===== src/rtl/bram_access_ctrl_pkg.sv =====
// Shared definitions for the table-BRAM access controller: FSM states and
// the grant-vector bit positions used by the arbiter and the top level.
package bram_access_ctrl_pkg;

    typedef enum logic {
        ST_RUN   = 1'b0,
        ST_CLEAR = 1'b1
    } state_t;

    localparam int GNT0 = 0;
    localparam int GNT1 = 1;

endpackage


===== src/rtl/bram_access_ctrl_rr_arb2.sv =====
// Two-way round-robin arbiter. The grant is combinational from req; the
// last-grant register flips priority after each grant when advance is high.
module rr_arb2
    import bram_access_ctrl_pkg::*;
(
    input  logic       clk,
    input  logic       rst_n,
    input  logic [1:0] req,
    input  logic       advance,
    output logic [1:0] gnt
);

    // 1 = requester 1 won last, so requester 0 wins the next contention
    logic last_grant;

    always_comb begin
        gnt = 2'b00;
        case (req)
            2'b01:   gnt = 2'b01;
            2'b10:   gnt = 2'b10;
            2'b11:   gnt = last_grant ? 2'b01 : 2'b10;
            default: gnt = 2'b00;
        endcase
    end

    always_ff @(posedge clk) begin
        if (!rst_n) begin
            last_grant <= 1'b1;
        end else if (advance && (gnt != 2'b00)) begin
            last_grant <= gnt[GNT1];
        end
    end

endmodule


===== src/rtl/bram_access_ctrl.sv =====
// Arbitrates two requesters onto one single-port table BRAM and provides a
// full-memory clear sweep. Read data comes straight from the BRAM output.
module bram_access_ctrl
    import bram_access_ctrl_pkg::*;
#(
    parameter int            n         = 13,
    parameter int            w         = 16,
    parameter logic [w-1:0]  CLEAR_VAL = '0
) (
    input  logic         clk,
    input  logic         rst_n,
    input  logic         req0_valid,
    input  logic         req0_write,
    input  logic [n-1:0] req0_addr,
    input  logic [w-1:0] req0_wdata,
    output logic         req0_ready,
    output logic         req0_rvalid,
    input  logic         req1_valid,
    input  logic         req1_write,
    input  logic [n-1:0] req1_addr,
    input  logic [w-1:0] req1_wdata,
    output logic         req1_ready,
    output logic         req1_rvalid,
    output logic [w-1:0] rdata,
    input  logic         clear_start,
    output logic         clear_busy,
    output logic         clear_done,
    output logic [n-1:0] mem_addr,
    output logic         mem_read_write,
    output logic [w-1:0] mem_data_in,
    input  logic [w-1:0] mem_data_out
);

    state_t       state_q, state_d;
    logic [n-1:0] clr_cnt_q, clr_cnt_d;
    logic         clr_done_q, clr_done_d;
    logic         run_en;
    logic         clr_term;
    logic [1:0]   arb_req;
    logic [1:0]   gnt;
    logic [1:0]   vld_p1;
    logic [n-1:0] addr_hold_p1;

    // A clear request or reset blocks all grants in the cycle it is seen
    assign run_en   = rst_n && (state_q == ST_RUN) && !clear_start;
    assign arb_req  = {req1_valid, req0_valid} & {2{run_en}};
    assign clr_term = (clr_cnt_q == {n{1'b1}});

    rr_arb2 u_arb (
        .clk     (clk),
        .rst_n   (rst_n),
        .req     (arb_req),
        .advance (run_en),
        .gnt     (gnt)
    );

    always_comb begin
        state_d        = state_q;
        clr_cnt_d      = clr_cnt_q;
        clr_done_d     = 1'b0;
        mem_addr       = addr_hold_p1;
        mem_read_write = 1'b0;
        mem_data_in    = '0;
        case (state_q)
            ST_RUN: begin
                if (clear_start) begin
                    state_d = ST_CLEAR;
                end
                if (gnt[GNT0]) begin
                    mem_addr       = req0_addr;
                    mem_read_write = req0_write;
                    mem_data_in    = req0_wdata;
                end else if (gnt[GNT1]) begin
                    mem_addr       = req1_addr;
                    mem_read_write = req1_write;
                    mem_data_in    = req1_wdata;
                end
            end
            ST_CLEAR: begin
                mem_addr       = clr_cnt_q;
                mem_read_write = 1'b1;
                mem_data_in    = CLEAR_VAL;
                if (clr_term) begin
                    state_d    = ST_RUN;
                    clr_cnt_d  = '0;
                    clr_done_d = 1'b1;
                end else begin
                    clr_cnt_d  = clr_cnt_q + 1'b1;
                end
            end
            default: state_d = ST_RUN;
        endcase
        if (!rst_n) begin
            mem_read_write = 1'b0;
        end
    end

    always_ff @(posedge clk) begin
        if (!rst_n) begin
            state_q    <= ST_RUN;
            clr_cnt_q  <= '0;
            clr_done_q <= 1'b0;
            vld_p1     <= 2'b00;
        end else begin
            state_q    <= state_d;
            clr_cnt_q  <= clr_cnt_d;
            clr_done_q <= clr_done_d;
            vld_p1     <= {gnt[GNT1] & ~req1_write, gnt[GNT0] & ~req0_write};
        end
    end

    // p0 -> p1: address hold; rvalid tag above lines up with the BRAM output
    always_ff @(posedge clk) begin
        addr_hold_p1 <= mem_addr;
    end

    assign req0_ready  = gnt[GNT0];
    assign req1_ready  = gnt[GNT1];
    assign req0_rvalid = vld_p1[GNT0] & rst_n;
    assign req1_rvalid = vld_p1[GNT1] & rst_n;
    assign rdata       = mem_data_out;
    assign clear_busy  = (state_q == ST_CLEAR) & rst_n;
    assign clear_done  = clr_done_q & rst_n;

endmodule


===== config.mk =====
export PLATFORM = sky130hd
export DESIGN_NAME = bram_access_ctrl
export DESIGN_NICKNAME = d
export VERILOG_FILES = /design/src/rtl/bram_access_ctrl_pkg.sv /design/src/rtl/bram_access_ctrl_rr_arb2.sv /design/src/rtl/bram_access_ctrl.sv
export SDC_FILE = /design/constraint.sdc
export NUM_CORES = 1
export LEC_CHECK = 0
export ABC_CLOCK_PERIOD_IN_PS = 3100
export CORE_ASPECT_RATIO = 0.75
export CORE_MARGIN = 4
export CORE_UTILIZATION = 34
export DETAILED_ROUTE_END_ITERATION = 8
export MAX_ROUTING_LAYER = met4
export PLACE_DENSITY = 0.81
export SYNTH_ARGS = -nofsm -noshare
export SYNTH_HDL_FRONTEND = slang
export SYNTH_SLANG_ARGS = --single-unit

===== constraint.sdc =====
create_clock -name clk -period 3.1 [get_ports clk]
set_input_delay 0.93 -clock clk [delete_from_list [all_inputs] [get_ports clk]]
set_output_delay 0.93 -clock clk [all_outputs]
set_load 0.02 [all_outputs]

==> impl_table.tex <==
\begin{tabular}{lr}
\hline
Metric & Value \\
\hline
\multicolumn{2}{l}{\textbf{Outcome}} \\
\quad Run status & finished, violations left \\
\quad Violations in the final reports & setup timing \\
\multicolumn{2}{l}{\textbf{Logic synthesis}} \\
\quad Number of enable flip-flop cells after synthesis & 0 \\
\quad Biggest area consumer among synthesized cells & dfxtp\_1 \\
\quad Synth Flop Type & dfxtp\_1 \\
\quad Area of the mapped netlist & around 1800 um2 \\
\quad Post-synth ARST share & 0\% \\
\quad List of most frequent post-synthesis cells & nor2\_1 (32), dfxtp\_1 (31), buf\_4 (19), nand2\_1 (19), a22o\_1 (16) \\
\quad Synthesis warning total & 0 \\
\quad Distinct cell type count after synthesis & 33 \\
\quad Mapped Cells & between 200 and 250 \\
\quad Area share of the largest cell type after synthesis & a little over a third \\
\quad Post-Synthesis Net Count & 297 \\
\quad Synthesized area per cell & 8.25 um2 \\
\quad Flop and latch count out of synthesis & 31 \\
\quad Area contributors post-synth & dfxtp\_1 (35\%), buf\_4 (8.0\%), a22o\_1 (7.9\%), nor2\_1 (6.8\%), a211oi\_1 (5.5\%) \\
\quad Most frequent cell after synthesis & nor2\_1 \\
\quad Sequential fraction of the synthesis area & between 30\% and 40\% \\
\multicolumn{2}{l}{\textbf{Placement}} \\
\quad Placer Congestion & about 0.81 \\
\quad Port Buffer Count & 100 \\
\quad HPWL after detailed placement & about 4700 um \\
\multicolumn{2}{l}{\textbf{Route}} \\
\quad Post-route met1 wirelength & roughly 3100 um \\
\quad Met2 WL & about 3500 um \\
\quad Routed WL & around 7100 um \\
\quad DRT Pass-1 Iters & 4 \\
\quad \# DRC & 0 \\
\quad Highest metal layer with signal wires & met4 \\
\quad Wire length per cell & around 19 um \\
\quad First-iteration detailed-routing DRC count & 64 \\
\quad Total via count after detailed routing & approximately 2000 \\
\quad Count of antenna-violating nets left after detailed routing & 0 \\
\quad Routed vias/inst & roughly 5.4 \\
\quad Amount of wire on met3 after detailed routing & about 410 um \\
\multicolumn{2}{l}{\textbf{STA}} \\
\quad Number of hold-slack violations in the final timing report & 0 \\
\quad Final setup vio count & 14 \\
\quad Least-Margin Pin Slew & approximately 0.56 ns \\
\quad Maximum clock rate & approximately 310 MHz \\
\quad Final worst-path setup slack & -0.117 ns \\
\quad Tcrit/Tclk final & 104\% \\
\quad Unrepaired setup endpoints after global routing & yes \\
\quad Final number of max-transition violations & 0 \\
\quad Min cycle time layout & around 3.2 ns \\
\quad Layout Skew & 0.00435 ns \\
\quad Final TNS setup & -1.11 ns \\
\quad Worst slew slack as a fraction of its limit & 62.9\% \\
\multicolumn{2}{l}{\textbf{Global routing}} \\
\quad Remaining global-route overflow & 0 \\
\quad Number of antenna violations at the first check in global routing & 0 \\
\quad Pin count of the biggest net entering global routing & 38 \\
\quad Via count of the first global-routing pass & 2107 \\
\quad Global-route wire length before repair & $\sim$11000 um \\
\quad Total routing usage reported by global routing & between 20\% and 30\% \\
\multicolumn{2}{l}{\textbf{Clock tree}} \\
\quad CTS HTree Levels & 2 \\
\quad Clock transition at path regs & $\sim$0.070 ns \\
\quad Num Clock Sinks & 31 \\
\quad Buffer type at the clock tree root & clkbuf\_8 \\
\quad Count of hold-fix buffers inserted at cts & 0 \\
\quad Number of buffers inserted during clock tree synthesis & 5 \\
\quad Insertion delay to the later sink of the worst-skew pair & around 0.29 ns \\
\quad Clock Path Buffers & 2 \\
\quad CTS tree & done \\
\multicolumn{2}{l}{\textbf{Min path}} \\
\quad Worst min path class & reg2reg \\
\multicolumn{2}{l}{\textbf{Critical path}} \\
\quad Data required time of the critical path & $\sim$2.2 ns \\
\quad Critical path's most frequent cell & buf\_6 \\
\quad FF-to-FF End & clr\_cnt\_q[4]\$\_SDFFE\_PN0P\_ \\
\quad Reg-to-reg setup timing slack & between 1 and 1.5 ns \\
\quad Logic depth of the worst register-to-register path & 5 \\
\quad Kind of capture point of the worst setup path & primary output \\
\quad Critical Path AT & roughly 2.3 ns \\
\quad Crit path kind & in2out \\
\quad Worst-path cell chain & buf\_8 -> nor3b\_4 -> buf\_6 -> buf\_6 -> buf\_6 -> and3\_4 -> a211oi\_4 -> o31ai\_2 -> buf\_4 \\
\quad Worst r2r src & clr\_cnt\_q[0]\$\_SDFFE\_PN0P\_ \\
\quad Capturing instance or port of the critical path & mem\_addr[6] \\
\quad Max stage delay on crit path & roughly 0.25 ns \\
\quad Critical Path Slowest Stage Cell & o31ai\_2 \\
\quad Worst setup path startpoint & clear\_start \\
\quad Critical path startpoint category & primary input \\
\quad CP max FO & 6 \\
\multicolumn{2}{l}{\textbf{Flow run}} \\
\quad Max-cap violations & 0 \\
\multicolumn{2}{l}{\textbf{Die}} \\
\quad Standard-cell rows & 22 \\
\quad Core Box Area & roughly 5000 um2 \\
\quad Die area & 6450 um2 \\
\quad Chip height & $\sim$70 um \\
\quad Initial core utilization & a little over a third \\
\quad Floorplan die width & approximately 91 um \\
\quad I/O pin count & 133 \\
\multicolumn{2}{l}{\textbf{Final layout}} \\
\quad Diodes inserted & 0 \\
\quad Share of post-route cells with drive strength above 1 & about a third \\
\quad Synthesis-to-finish area growth & 81.3\% \\
\quad Filler cell count in the final layout & between 400 and 500 \\
\quad \# nets final & 400 \\
\quad End-of-flow core utilization & between 60 and 70\% \\
\multicolumn{2}{l}{\textbf{Power and ir drop}} \\
\quad IR drop worst, VDD & $\sim$180 uV \\
\quad Standby leakage power & about 1.4 nW \\
\quad PwrDens & 377 nW/um2 \\
\hline
\end{tabular}
-- timing repair --
| action | in CTS | in global routing |
|---|---|---|
| pin swaps | 26 | 11 |
| cloned | 3 | 1 |
| setup buffers | 12 | 1 |
| resized for setup | 203 | 21 |
| endpoints found under the setup margin | 36 | 32 |
-- layout by cell type (no fill, tap or decap), types with 2 or more instances in the layout --
cell type / n
clkbuf_2: 2
and2_1: 4
xnor2_1: 8
o31ai_2: 12
and3_4: 5
a211oi_2: 9
buf_6: 13
nand2_1: 18
and3_1: 8
dfxtp_1: 31
nand4_1: 3
nand3_1: 6
buf_12: 3
buf_8: 2
buf_2: 5
clkdlybuf4s50_1: 64
nand4_2: 2
xor2_1: 3
inv_2: 2
a22o_1: 16
buf_4: 35
nor3_1: 5
clkbuf_8: 6
nor2_1: 32
a211oi_4: 4
-- kinds of logic after synthesis --
kind of cell | share of synthesized area [%]
and+or+nand+nor | 25.7
adders and majority gates | 0.706
xor gates and xnor gates | 5.43
DFF | 35.0
buffers and inverters | 11.4
AOI/OAI and AO/OA | 21.8
-- worst max-delay path, delay by kind of cell --
kind | cells | cell delay [ns]
buf+inv | 5 | 0.66
simple gates | 2 | 0.40
compound gates | 2 | 0.29
-- metal layers --
layer,up-vias,GRT usage [%]
li1,959,-
met4,0,5.02
met3,13,6.59
met1,974,27.2
met5,-,-
met2,82,36.8
-- worst min path at each step --
stage	slack, ns	from	end	depth (start not counted)
floorplan	0.45	u_arb.last_grant$_SDFFE_PN1P_	u_arb.last_grant$_SDFFE_PN1P_	2
global placement	0.47	u_arb.last_grant$_SDFFE_PN1P_	u_arb.last_grant$_SDFFE_PN1P_	2
detailed placement	0.49	u_arb.last_grant$_SDFFE_PN1P_	u_arb.last_grant$_SDFFE_PN1P_	2
CTS	0.50	clr_cnt_q[12]$_SDFFE_PN0P_	clr_done_q$_SDFF_PN0_	2
global route	0.54	clr_cnt_q[12]$_SDFFE_PN0P_	clr_done_q$_SDFF_PN0_	2
finish	0.50	clr_cnt_q[12]$_SDFFE_PN0P_	clr_done_q$_SDFF_PN0_	2
-- power by group --
group	leakage [nW]	internal [mW]	total (mW)	switching (mW)
clock	0.0612	0.260	0.423	0.163
sequential	0.253	0.423	0.440	0.0165
combinational	1.04	0.197	0.349	0.151
total	1.36	0.881	1.21	0.331
-- flip-flops by register name, indices dropped and copies added, names as in the netlist --
name and cells:
u_arb.last_grant 1, clr_done_q 1, clr_cnt_q 13, vld_p1 2
state_q 1, addr_hold_p1 13
-- layout make-up --
class                      count  area (um2)  area share [%]
timing repair buffer         126        1220            37.9
multi-input combinational    151        1170            36.4
sequential                    31         621            19.3
clock buffer                   6        82.6            2.57
tap                           60        75.1            2.34
clock inverter                 2        35.0            1.09
inverter                       3        11.3           0.350
-- through the flow --
stage	hold WS (ns)	cells	power [mW]	cell area, um2	setup WS, ns
CTS	0.503	379	1.20	3180	-0.112
floorplan	0.450	215	0.602	1840	0.0463
global placement	0.471	358	0.740	2850	-0.877
detailed placement	0.493	358	0.744	2850	-0.974
global route	0.542	379	1.26	3210	-0.161
finish	0.505	379	1.21	3210	-0.117
Power figures use the tool's default switching activity.
==> RTL change 1: new RTL, same settings <==
Make the reset (`rst_n`) asynchronous in 2 clocked blocks.
--- a/src/rtl/bram_access_ctrl_rr_arb2.sv
+++ b/src/rtl/bram_access_ctrl_rr_arb2.sv
@@ -24,5 +24,5 @@
     end
 
-    always_ff @(posedge clk) begin
+    always_ff @(posedge clk or negedge rst_n) begin
         if (!rst_n) begin
             last_grant <= 1'b1;
--- a/src/rtl/bram_access_ctrl.sv
+++ b/src/rtl/bram_access_ctrl.sv
@@ -96,5 +96,5 @@
     end
 
-    always_ff @(posedge clk) begin
+    always_ff @(posedge clk or negedge rst_n) begin
         if (!rst_n) begin
             state_q    <= ST_RUN;
Formal check against the unedited RTL: differs if rst_n is asserted again (counterexample within 4 cycles, from zero or initial values and one cycle with rst_n low); with rst_n held inactive, the same outputs for 10 cycles.
==> RTL change 1 against the original RTL <==
The flow still finishes with violations (setup timing); routed wire length shrank 6.8%; total power is 18% higher; sequential power increased by 33%; clock skew is 0.0037 ns higher; critical path type unchanged; clock power shrank 7.6%; core utilization is 5.9 points lower; setup slack better by 0.053 ns; final cell count increased by 3.2%; area after synthesis grew 12%; non-clock buffer count is 8 lower; cell area grew 0.78%; critical endpoint is now mem_data_in[11]; sequential cell count unchanged; global-route usage decreased by 3.0 points.
==> RTL change 1: results (changes against the original RTL) <==
- R2r setup slk: 1.34 ns (+0.15 ns)
- Fin worst setup slack: -0.0637 ns (+0.0533 ns)
- Warnings, synthesis: 0 (unchanged)
- Worst EP arrival: 2.23 ns (-0.06 ns)
- HP Class: input pin to async pin
- DPL Wire Length: 4.87 mm (+4.4%)
- Clk buf depth: 2 (unchanged)
- Register area share after synthesis: 35.8% (+0.76 points)
- Worst-path maximum fanout: 17 (+11)
- Vias in the first global route: 2163 (+2.7%)
- Met3 Usage GRT: 5.26% (-1.3 points)
- Global-route usage over all layers: 19.4% (-3.0 points)
- VDD IR max: 0.249 mV (+40%)
- PortBufs: 100 (unchanged)
- Initial antenna violation count: 0 (unchanged)
- CP top delay family: buffers and inverters
- Synth unique cells: 38 (+15%)
- Vias per cell: 5.22 (-2.5%)
- Routed met2 length: 3.08 mm (-11%)
- Asr flop ratio synth: 58.1% (+58 points)
- First-pass GRT wire length: 10.3 mm (-7.1%)
- Worst Tran Pin Value: 0.466 ns (-0.0896 ns)
- Place WS: -0.976 ns (-0.00206 ns)
- CP max-delay cell: nor3b_4
- Leak: 1.35 nW (-0.72%)
- Nets: 397 (-0.75%)
- Post-synth top cells: nor2_1, nand2_1, buf_4, dfrtp_1, a22o_1
- Final Wtd Congestion: 0.891 (+9.6%)
- Busiest grt layer: met2
- Layout Skew: 0.00803 ns (+0.00367 ns)
- First DRT Iteration DRCs: 80 (+25%)
- Met2 usage: 30.1% (-6.7 points)
- Met1 WL: 2.77 mm (-11%)
- Share of cells above drive strength 1: 30.4% (-4.7 points)
- WL met3: 568 um (+38%)
- Status: complete, but fails checks
- Worst Setup EP: mem_data_in[11]
- GRT met1 Usage: 23.7% (-3.4 points)
- Top Registers: addr_hold_p1 x13, clr_cnt_q x13, vld_p1 x2
- Top cells by area, synth: dfrtp_1, dfxtp_1, o31ai_2
- Total CTS buffers: 5 (unchanged)
- Htree depth: 2 (unchanged)
- Post-Route WL: 6.59 mm (-6.8%)
- Largest stage delay on the critical path: 0.23 ns (-0.02 ns)
- Reg2reg path depth: 5 (unchanged)
- Failing checks: setup timing
- Syn_nets: 302 (+1.7%)
- # setup viols final: 18 (+4)
- RR Startpoint: state_q$_DFF_PN0_
- Largest net degree at the start of global routing: 23 (-39%)
- R2R Path End: clr_cnt_q[7]$_DFFE_PN0P_
- Final Hold Slack: 0.520 ns (+0.0151 ns)
[RTL change 1: changes by cell type after synthesis, moves of 5 or more]
cell	change
dfxtp_1	-18
a211oi_2	+8
and3_1	-10
o21ai_0	+12
o31ai_2	+12
nor2_1	+5
o31ai_1	-12
dfrtp_1	+17
a211oi_1	-6
[RTL change 1: logic make-up (layout without fill, tap and decap cells)]
kind of cell	Yosys count	after routing	synth area share [%]
simple gates	83	84	20.2
compound gates	60	60	27.0
buf+inv	33	128	10.9
flops	31	31	35.8
xor+xnor	11	11	4.84
fa+ha+maj	1	1	0.628
mux	1	1	0.566
[RTL change 1: layout make-up]
cell class,instances,area (um2)
clock buffers,7,76.3
clock inverters,1,30.0
fillers,487,2260
inverters,2,12.5
multi-input cells,157,1110
flip-flops and latches,31,712
well taps,75,93.8
repair buffers,118,1200
[RTL change 1: stage by stage]
| stage | instance area (um2) | total power [W] | instances | utilization [%] | TNS (ns) |
|---|---|---|---|---|---|
| floorplan | 1990 | 0.000852 | 220 | - | 0 |
| global placement | 3070 | 0.00104 | 380 | 55.9 | -29.26 |
| detailed placement | 3070 | 0.00105 | 380 | 55.9 | -30.83 |
| CTS | 3230 | 0.00143 | 391 | 58.7 | -0.725 |
| global route | 3240 | 0.00152 | 391 | 58.9 | -2.30 |
| finish | 3240 | 0.00143 | 391 | 58.9 | -0.563 |
[RTL change 1: repair_timing]
| action | in CTS | in global routing |
|---|---|---|
| cloned | 2 | 0 |
| endpoints found under the setup margin | 36 | 30 |
| gates resized for setup | 194 | 12 |
| pin swaps | 8 | 6 |
| setup buffers | 1 | 0 |
[RTL change 1: where the power goes]
part | internal [W] | leakage, nW | switching, W
logic | 0.000248 | 0.959 | 0.000211
registers | 0.000494 | 0.336 | 0.0000907
clock network | 0.000240 | 0.0524 | 0.000151
==> RTL change 2: new RTL, config.mk and constraints unchanged <==
Made on the original files. `w`: 16 -> 32.
--- a/src/rtl/bram_access_ctrl.sv
+++ b/src/rtl/bram_access_ctrl.sv
@@ -5,5 +5,5 @@
 #(
     parameter int            n         = 13,
-    parameter int            w         = 16,
+    parameter int            w         = 32,
     parameter logic [w-1:0]  CLEAR_VAL = '0
 ) (
Interface: changed (5 resized); port bits go from 133 to 213. The function was not compared with the original's and may differ.
==> RTL change 2 against the original RTL <==
The flow still finishes with violations (setup timing); clock power shrank 27%; total power shrank 2.6%; routed wire length grew 22%; cell area grew 21%; area after synthesis grew 16%; sequential cell count is the same; critical path depth is the same; non-clock buffer count grew 60; clock skew is essentially flat; setup slack gained 0.056 ns; largest cell class unchanged.
==> RTL change 2: results (changes against the original RTL) <==
- Fin worst setup slack: -0.0614 ns (+0.0557 ns)
- Top cells by area, synth: dfxtp_1, a22o_1, buf_4
- Nets: 524 (+31%)
- Leak: 1.65 nW (+22%)
- Hold EP: u_arb.last_grant$_SDFFE_PN1P_
- Status: complete, but fails checks
- Inst Count DP: 450 (+26%)
- Post-place instance area: 0.00358 mm2 (+26%)
- Fraction of the mapped netlist area in compound gates: 25.7% (+3.9 points)
- Net Sw Power: 0.000343 W (+3.4%)
- Final Hold Slack: 0.519 ns (+0.0138 ns)
- Post-Route WL: 8.62 mm (+22%)
- P_comb: 0.000432 W (+24%)
- Syn_nets: 381 (+28%)
- R2r setup slk: 1.14 ns (-0.05 ns)
- First DRT Iteration DRCs: 113 (+77%)
- CP max-delay cell: a211oi_2
- Setup TNS: -0.445 ns (+0.662 ns)
- Post-Synth Adder-Cell Area: 0.611% (-0.095 points)
- Layout Skew: 0.00409 ns (-0.000263 ns)
- Vias in the first global route: 2443 (+16%)
- Share of cells above drive strength 1: 35.2% (+0.080 points)
- Top-count cell post-synth: buf_4
- Switching Fraction: 29.0% (+1.7 points)
- Final Wtd Congestion: 0.805 (-0.94%)
- # setup viols final: 22 (+8)
- Failing checks: setup timing
- Global-route usage over all layers: 22.9% (+0.49 points)
- XOR/XNOR share of the synthesized area: 4.70% (-0.73 points)
- Hold path startpoint: u_arb.last_grant$_SDFFE_PN1P_
- Post-synth top cells: buf_4, a22o_1, nor2_1, dfxtp_1, nand2_1
- Worst Setup EP: mem_addr[9]
- Drt wl/cell: 18.2 um (-2.3%)
- Clock Power: 0.000308 W (-27%)
- Register area share after synthesis: 30.3% (-4.7 points)
- PortBufs: 148 (+48%)
- Worst EP arrival: 2.23 ns (-0.06 ns)
## RTL change 2: cell type report
| cell class | count | area, um2 | area share (%) |
|---|---|---|---|
| clock inverters | 1 | 5.00 | 0.129 |
| flip-flops and latches | 31 | 621 | 16.0 |
| inverters | 3 | 18.8 | 0.483 |
| repair buffers | 186 | 1760 | 45.4 |
| multi-input cells | 167 | 1300 | 33.5 |
| well taps | 78 | 97.6 | 2.51 |
| clock buffers | 7 | 76.3 | 1.97 |
## RTL change 2: layer usage
layer / track usage (%) / routed length (um) / vias up
met5: - / 0 / -
met4: 8.76 / 147 / 0
met3: 6.94 / 667 / 9
met2: 35.2 / 4120 / 104
met1: 28.5 / 3690 / 1170
li1: - / - / 1157
## RTL change 2: repair_timing
action                     4_1_cts  5_1_grt
pin swaps                       32        6
setup endpoints to repair       52       48
gates cloned                     3        0
setup buffers                   12        1
hold endpoints to repair         0        0
gates resized for setup        263       27
